==> config.mk <==
export PLATFORM = sky130hd
export DESIGN_NAME = hbram_host_arbiter
export DESIGN_NICKNAME = d
export VERILOG_FILES = /design/src/rtl/hbram_arb_pkg.sv /design/src/rtl/hbram_rr_pick.sv /design/src/rtl/hbram_host_arbiter.sv
export SDC_FILE = /design/constraint.sdc
export NUM_CORES = 1
export LEC_CHECK = 0
export ABC_CLOCK_PERIOD_IN_PS = 3200
export CORE_MARGIN = 8
export CORE_UTILIZATION = 29
export CTS_BUF_LIST = sky130_fd_sc_hd__clkbuf_16
export CTS_CLUSTER_DIAMETER = 60
export DETAILED_ROUTE_END_ITERATION = 8
export PLACE_DENSITY_LB_ADDON = 0.1
export SLEW_MARGIN = 10
export SYNTH_ARGS = -nofsm -noshare
export SYNTH_HDL_FRONTEND = slang
export SYNTH_HIERARCHICAL = 1
export SYNTH_SLANG_ARGS = --single-unit
==> constraint.sdc <==
create_clock -name ram_clk -period 3.2 [get_ports ram_clk]
set_input_delay 0.64 -clock ram_clk [delete_from_list [all_inputs] [get_ports ram_clk]]
set_output_delay 0.64 -clock ram_clk [all_outputs]
set_load 0.03 [all_outputs]
==> src/rtl/hbram_arb_pkg.sv <==
// Shared types and helpers for the HyperRAM host-port arbiter.
// Beat-accept rule is shared so the top and any future ports agree on it.
package hbram_arb_pkg;

  localparam int PORTS = 2;

  typedef enum logic [1:0] {
    IDLE = 2'd0,
    BUSY = 2'd1,
    GAP  = 2'd2
  } arb_state_t;

  // A read beat completes on rdav, a write beat on wrdy.
  function automatic logic beat_accept(input logic rwen, input logic wrdy, input logic rdav);
    return rwen ? rdav : wrdy;
  endfunction

endpackage

==> src/rtl/hbram_rr_pick.sv <==
// Two-way winner picker: a lone requester wins; ties go to port 0 in fixed
// priority mode, otherwise to the port that did not own the bus last.
module hbram_rr_pick #(
  parameter int PRIORITY = 0
) (
  input  logic [1:0] req,
  input  logic       last_owner,
  output logic       winner
);

  always_comb begin
    winner = req[1];
    if (req == 2'b11) begin
      winner = (PRIORITY != 0) ? 1'b0 : ~last_owner;
    end
  end

endmodule

==> src/rtl/hbram_host_arbiter.sv <==
// Shares one HyperRAM controller host port between two burst requesters,
// granting whole bursts only after calibration, with a beat-limit watchdog.
module hbram_host_arbiter
  import hbram_arb_pkg::*;
#(
  parameter int RAM_DBW   = 8,
  parameter int RAM_ABW   = 25,
  parameter int PRIORITY  = 0,
  parameter int MAX_BEATS = 256
) (
  input  logic                   ram_clk,
  input  logic                   rst,
  input  logic                   m0_req,
  input  logic [RAM_ABW-1:0]     m0_addr,
  input  logic                   m0_btype,
  input  logic                   m0_atype,
  input  logic                   m0_rwen,
  input  logic                   m0_last,
  input  logic [RAM_DBW*2-1:0]   m0_wdata,
  input  logic [RAM_DBW/4-1:0]   m0_wdm,
  output logic                   m0_gnt,
  output logic                   m0_wrdy,
  output logic                   m0_rdav,
  output logic [RAM_DBW*2-1:0]   m0_rdata,
  input  logic                   m1_req,
  input  logic [RAM_ABW-1:0]     m1_addr,
  input  logic                   m1_btype,
  input  logic                   m1_atype,
  input  logic                   m1_rwen,
  input  logic                   m1_last,
  input  logic [RAM_DBW*2-1:0]   m1_wdata,
  input  logic [RAM_DBW/4-1:0]   m1_wdm,
  output logic                   m1_gnt,
  output logic                   m1_wrdy,
  output logic                   m1_rdav,
  output logic [RAM_DBW*2-1:0]   m1_rdata,
  output logic                   h_req,
  output logic                   h_last,
  output logic [RAM_ABW-1:0]     h_addr,
  output logic                   h_btype,
  output logic                   h_atype,
  output logic                   h_rwen,
  output logic [RAM_DBW/4-1:0]   h_wdm,
  output logic [RAM_DBW*2-1:0]   h_wdata,
  input  logic                   h_wrdy,
  input  logic                   h_rdav,
  input  logic                   h_mrdy,
  input  logic [RAM_DBW*2-1:0]   h_rdata,
  output logic                   owner,
  output logic                   busy,
  output logic                   wdog_err
);

  localparam int DW      = RAM_DBW * 2;
  localparam int MW      = RAM_DBW / 4;
  localparam int CNT_W   = (MAX_BEATS > 0) ? $clog2(MAX_BEATS + 1) : 1;
  localparam int LAST_I  = (MAX_BEATS > 0) ? MAX_BEATS - 1 : 0;
  localparam bit WDOG_ON = (MAX_BEATS != 0);
  localparam logic [CNT_W-1:0] CNT_MAX  = CNT_W'(MAX_BEATS);
  localparam logic [CNT_W-1:0] CNT_LAST = CNT_W'(LAST_I);

  logic [PORTS-1:0]   req_vec, last_vec, rwen_vec, btype_vec, atype_vec;
  logic [RAM_ABW-1:0] addr_arr  [PORTS];
  logic [DW-1:0]      wdata_arr [PORTS];
  logic [MW-1:0]      wdm_arr   [PORTS];
  logic [PORTS-1:0]   gnt_vec, wrdy_vec, rdav_vec;

  arb_state_t         state_reg, state_next;
  logic               owner_reg, owner_next;
  logic [CNT_W-1:0]   cnt_reg, cnt_next;
  logic               winner, grant_now, accept, wdog_hit;

  assign req_vec      = {m1_req, m0_req};
  assign last_vec     = {m1_last, m0_last};
  assign rwen_vec     = {m1_rwen, m0_rwen};
  assign btype_vec    = {m1_btype, m0_btype};
  assign atype_vec    = {m1_atype, m0_atype};
  assign addr_arr[0]  = m0_addr;
  assign addr_arr[1]  = m1_addr;
  assign wdata_arr[0] = m0_wdata;
  assign wdata_arr[1] = m1_wdata;
  assign wdm_arr[0]   = m0_wdm;
  assign wdm_arr[1]   = m1_wdm;

  hbram_rr_pick #(
    .PRIORITY (PRIORITY)
  ) u_pick (
    .req        (req_vec),
    .last_owner (owner_reg),
    .winner     (winner)
  );

  assign grant_now = (state_reg == IDLE) && h_mrdy && (|req_vec);
  assign accept    = (state_reg == BUSY) &&
                     beat_accept(rwen_vec[owner_reg], h_wrdy, h_rdav);
  // A burst that ends normally on the limit beat is not a watchdog release.
  assign wdog_hit  = WDOG_ON && accept && req_vec[owner_reg] &&
                     !last_vec[owner_reg] && (cnt_reg == CNT_LAST);

  always_ff @(posedge ram_clk) begin
    if (rst) begin
      state_reg <= IDLE;
      owner_reg <= 1'b1;
      cnt_reg   <= '0;
    end else begin
      state_reg <= state_next;
      owner_reg <= owner_next;
      cnt_reg   <= cnt_next;
    end
  end

  always_comb begin
    state_next = state_reg;
    owner_next = owner_reg;
    case (state_reg)
      IDLE: begin
        if (grant_now) begin
          state_next = BUSY;
          owner_next = winner;
        end
      end
      BUSY: begin
        if ((accept && last_vec[owner_reg]) || !req_vec[owner_reg] || wdog_hit) begin
          state_next = GAP;
        end
      end
      GAP:     state_next = IDLE;
      default: state_next = IDLE;
    endcase
  end

  always_comb begin
    cnt_next = cnt_reg;
    if (grant_now) begin
      cnt_next = '0;
    end else if (accept && (cnt_reg != CNT_MAX)) begin
      cnt_next = cnt_reg + CNT_W'(1);
    end
  end

  always_comb begin
    gnt_vec  = '0;
    wrdy_vec = '0;
    rdav_vec = '0;
    h_req    = 1'b0;
    h_last   = 1'b0;
    h_addr   = '0;
    h_btype  = 1'b0;
    h_atype  = 1'b0;
    h_rwen   = 1'b0;
    h_wdm    = '0;
    h_wdata  = '0;
    busy     = 1'b0;
    wdog_err = 1'b0;
    if (state_reg == BUSY) begin
      busy                = 1'b1;
      gnt_vec[owner_reg]  = 1'b1;
      wrdy_vec[owner_reg] = h_wrdy;
      rdav_vec[owner_reg] = h_rdav;
      h_req               = req_vec[owner_reg];
      h_last              = last_vec[owner_reg];
      h_addr              = addr_arr[owner_reg];
      h_btype             = btype_vec[owner_reg];
      h_atype             = atype_vec[owner_reg];
      h_rwen              = rwen_vec[owner_reg];
      h_wdm               = wdm_arr[owner_reg];
      h_wdata             = wdata_arr[owner_reg];
      wdog_err            = wdog_hit;
    end
  end

  assign m0_gnt   = gnt_vec[0];
  assign m1_gnt   = gnt_vec[1];
  assign m0_wrdy  = wrdy_vec[0];
  assign m1_wrdy  = wrdy_vec[1];
  assign m0_rdav  = rdav_vec[0];
  assign m1_rdav  = rdav_vec[1];
  assign m0_rdata = h_rdata;
  assign m1_rdata = h_rdata;
  assign owner    = owner_reg;

endmodule
==> results by group <==
Worst setup path
  • CP arrival: 2.21 ns
  • Crit start category: input port
  • Crit-path max FO: 4
  • R2R Path Start: owner$_SDFFE_PP1P_
  • Crit Path Category: in -> out
  • Worst Setup SP: m0_req
  • CP required: 2.56 ns
  • CP endpoint kind: output port

Flow run
  • Maxcap violations: 0

Yosys
  • Syn Area/Cell: 7.39 um2
  • Yosys warning count: 6
  • Syn Nets: 346
  • Syn Inst Count: 226
  • Netlist cell types: 34
  • Seq/Total Area, Yosys: 0.144
  • Synth Cell Area: 0.00167 mm2
  • Number of synthesized register bits: 12

Route
  • DR DRC count: 0
  • Post-route ant nets: 0
  • Wire per inst: 17.1 um
  • DRT iter0 DRCs: 38
  • Drt total wl: 7.13 mm
  • Vias per inst: 4.67
  • Detailed Routing Iterations Pass 1: 4
  • Via count: 1950

STA
  • Final worst clock skew: 0.000854 ns
  • Setup TNS: 0 ns
  • Slew HR: 0.557
  • Final Cycle Share: 0.890
  • Measured slew at the worst slew-check pin: 0.660 ns
  • RSZ-0062 raised after global routing: no
  • Max Fclk: 351 MHz
  • Final min period: 2.85 ns
  • Final hold vios: 0
  • Slew Viols, Final: 0
  • # setup viols final: 0

Global route
  • Largest net degree at the start of global routing: 22
  • Total gr overflow: 0
  • First-pass GRT wire length: 10.9 mm
  • Total Routing Usage GR: 0.160
  • Initial antenna violation count: 0
  • Vias in the first global route: 2095

CTS
  • Total CTS buffers: 3
  • Post-CTS sizing: 0
  • CTS Root Cell: clkbuf_16
  • CTS HTree Levels: 1
  • Clk slew on worst S/H paths: 0.04 ns
  • CTS Hold Bufs: 0
  • Skew-Pair Late Insertion Delay: 0.23 ns
  • CTS tree: built
  • CTS sink cnt: 12
  • Setup Buffers After CTS: 0
  • CTS Buffer Depth: 2

Min path
  • Hold crit path type: reg -> reg
  • Worst hold start: cnt_reg[5]$_SDFFE_PP0P_

Placement
  • Placed Instance Area: 0.00308 mm2
  • Port Buffers: 157
  • GPL Wtd Cong: 0.797
  • Cell Count Post-Placement: 415
  • Post-DP HPWL: 6.10 mm

Floorplan
  • Num rows: 27
  • Vert. Die Dim: 91.9 um
  • Core area: 0.00554 mm2
  • Chip Width: 91.9 um
  • Full die area: 0.00844 mm2
  • Initial core utilization: 0.301
  • IO Pins: 206

Cells and area
  • Post-layout nets: 468
  • Ant. Diodes: 0
  • Final std cells w/o fill: 418
  • Max reg flops: 9
  • Most frequent cells in the layout: clkdlybuf4s50_1, nor2_1, mux2i_1
  • Commonest non-fill, non-tap cell in the layout: clkdlybuf4s50_1
  • Design area: 0.00315 mm2
  • Synth-to-Final Area Change: 88.8%
  • Core Util, Final: 0.569
  • Fraction of layout cells with a size suffix above 1: 0.0491

Power and ir drop
  • Worst VDD drop: 0.000165 V
  • Total power: 0.849 mW
  • PD cells: 269 mW/mm2
  • Pleak: 1.42 nW

Outcome
  • Status: complete, no violations
## path summary, 6_finish.rpt
| path | to | slack [ns] | depth (start not counted) |
|---|---|---|---|
| worst min-delay path | cnt_reg[5]$_SDFFE_PP0P_ | 0.50 | 2 |
| worst max register to register | cnt_reg[5]$_SDFFE_PP0P_ | 1.13 | 4 |
| worst min register to register | cnt_reg[5]$_SDFFE_PP0P_ | 0.50 | 2 |
| worst max-delay path | h_req | 0.35 | 4 |
## area by class of cell
class / instances / area (um2)
multi-input cells: 162 / 1110
clock buffers: 3 / 75.1
repair buffers: 162 / 1610
well taps: 72 / 90.1
fillers: 531 / 2390
inverters: 7 / 26.3
flip-flops and latches: 12 / 241
## critical path, cell delays in order
cell and delay [ns]:
clkdlybuf4s50_1 0.55, mux2i_1 0.13, nor2_1 0.17, clkdlybuf4s50_1 0.72
## through the flow
stage	setup slack [ns]	hold WS, ns
5_1_grt	0.221	0.519
2_1_floorplan	0.326	0.458
3_3_place_gp	0.368	0.477
4_1_cts	0.337	0.502
6_report	0.351	0.495
3_5_place_dp	0.358	0.496
## power by group
group	total (mW)	leakage [nW]	switching [mW]	internal [mW]
logic	0.462	1.29	0.214	0.248
registers	0.165	0.0969	0.0100	0.155
clock network	0.222	0.0370	0.0596	0.162
## routing by layer
metal  vias up  wire, um  track usage
met5         -         0            0
met4         0       143       0.0470
met3        18       714       0.0685
met2        94      3720        0.304
met1       854      2560        0.152
li1        984         -            -
## synthesized netlist by cell type
cell type,number,share of area
mux2i_1,50,0.30
nor2_1,54,0.12
a21boi_2,1,0.0067
nand2b_1,1,0.0038
or4b_1,1,0.0060
a21oi_1,7,0.021
a211o_1,1,0.0052
clkbuf_1,5,0.011
buf_1,6,0.013
ha_1,3,0.022
nor4b_4,1,0.014
o21a_1,1,0.0045
nand2_1,7,0.016
and2_1,3,0.011
or4_1,4,0.018
a211oi_1,2,0.0090
a221oi_1,1,0.0052
nand3_1,4,0.012
o211ai_1,1,0.0045
inv_1,7,0.016
or3b_2,1,0.0052
buf_2,1,0.0030
o21ai_1,1,0.0030
or3_1,3,0.011
a31o_2,1,0.0052
and3_1,3,0.011
nand3b_1,2,0.0090
buf_4,33,0.15
o31ai_1,3,0.013
o21ai_0,3,0.0090
mux2_4,1,0.0090
or2_2,1,0.0038
dfxtp_1,12,0.14
nor3_1,1,0.0030
## logic make-up (layout without fill, tap and decap cells)
family                     after synthesis  after routing  synth area share
and+or+nand+nor                         86             86             0.246
buffers and inverters                   52            172             0.192
muxes                                   51             51             0.309
AOI/OAI and AO/OA                       22             22            0.0870
DFF                                     12             12             0.144
adders and majority gates                3              3            0.0225
No activity file was read; power rests on OpenSTA's default activity.
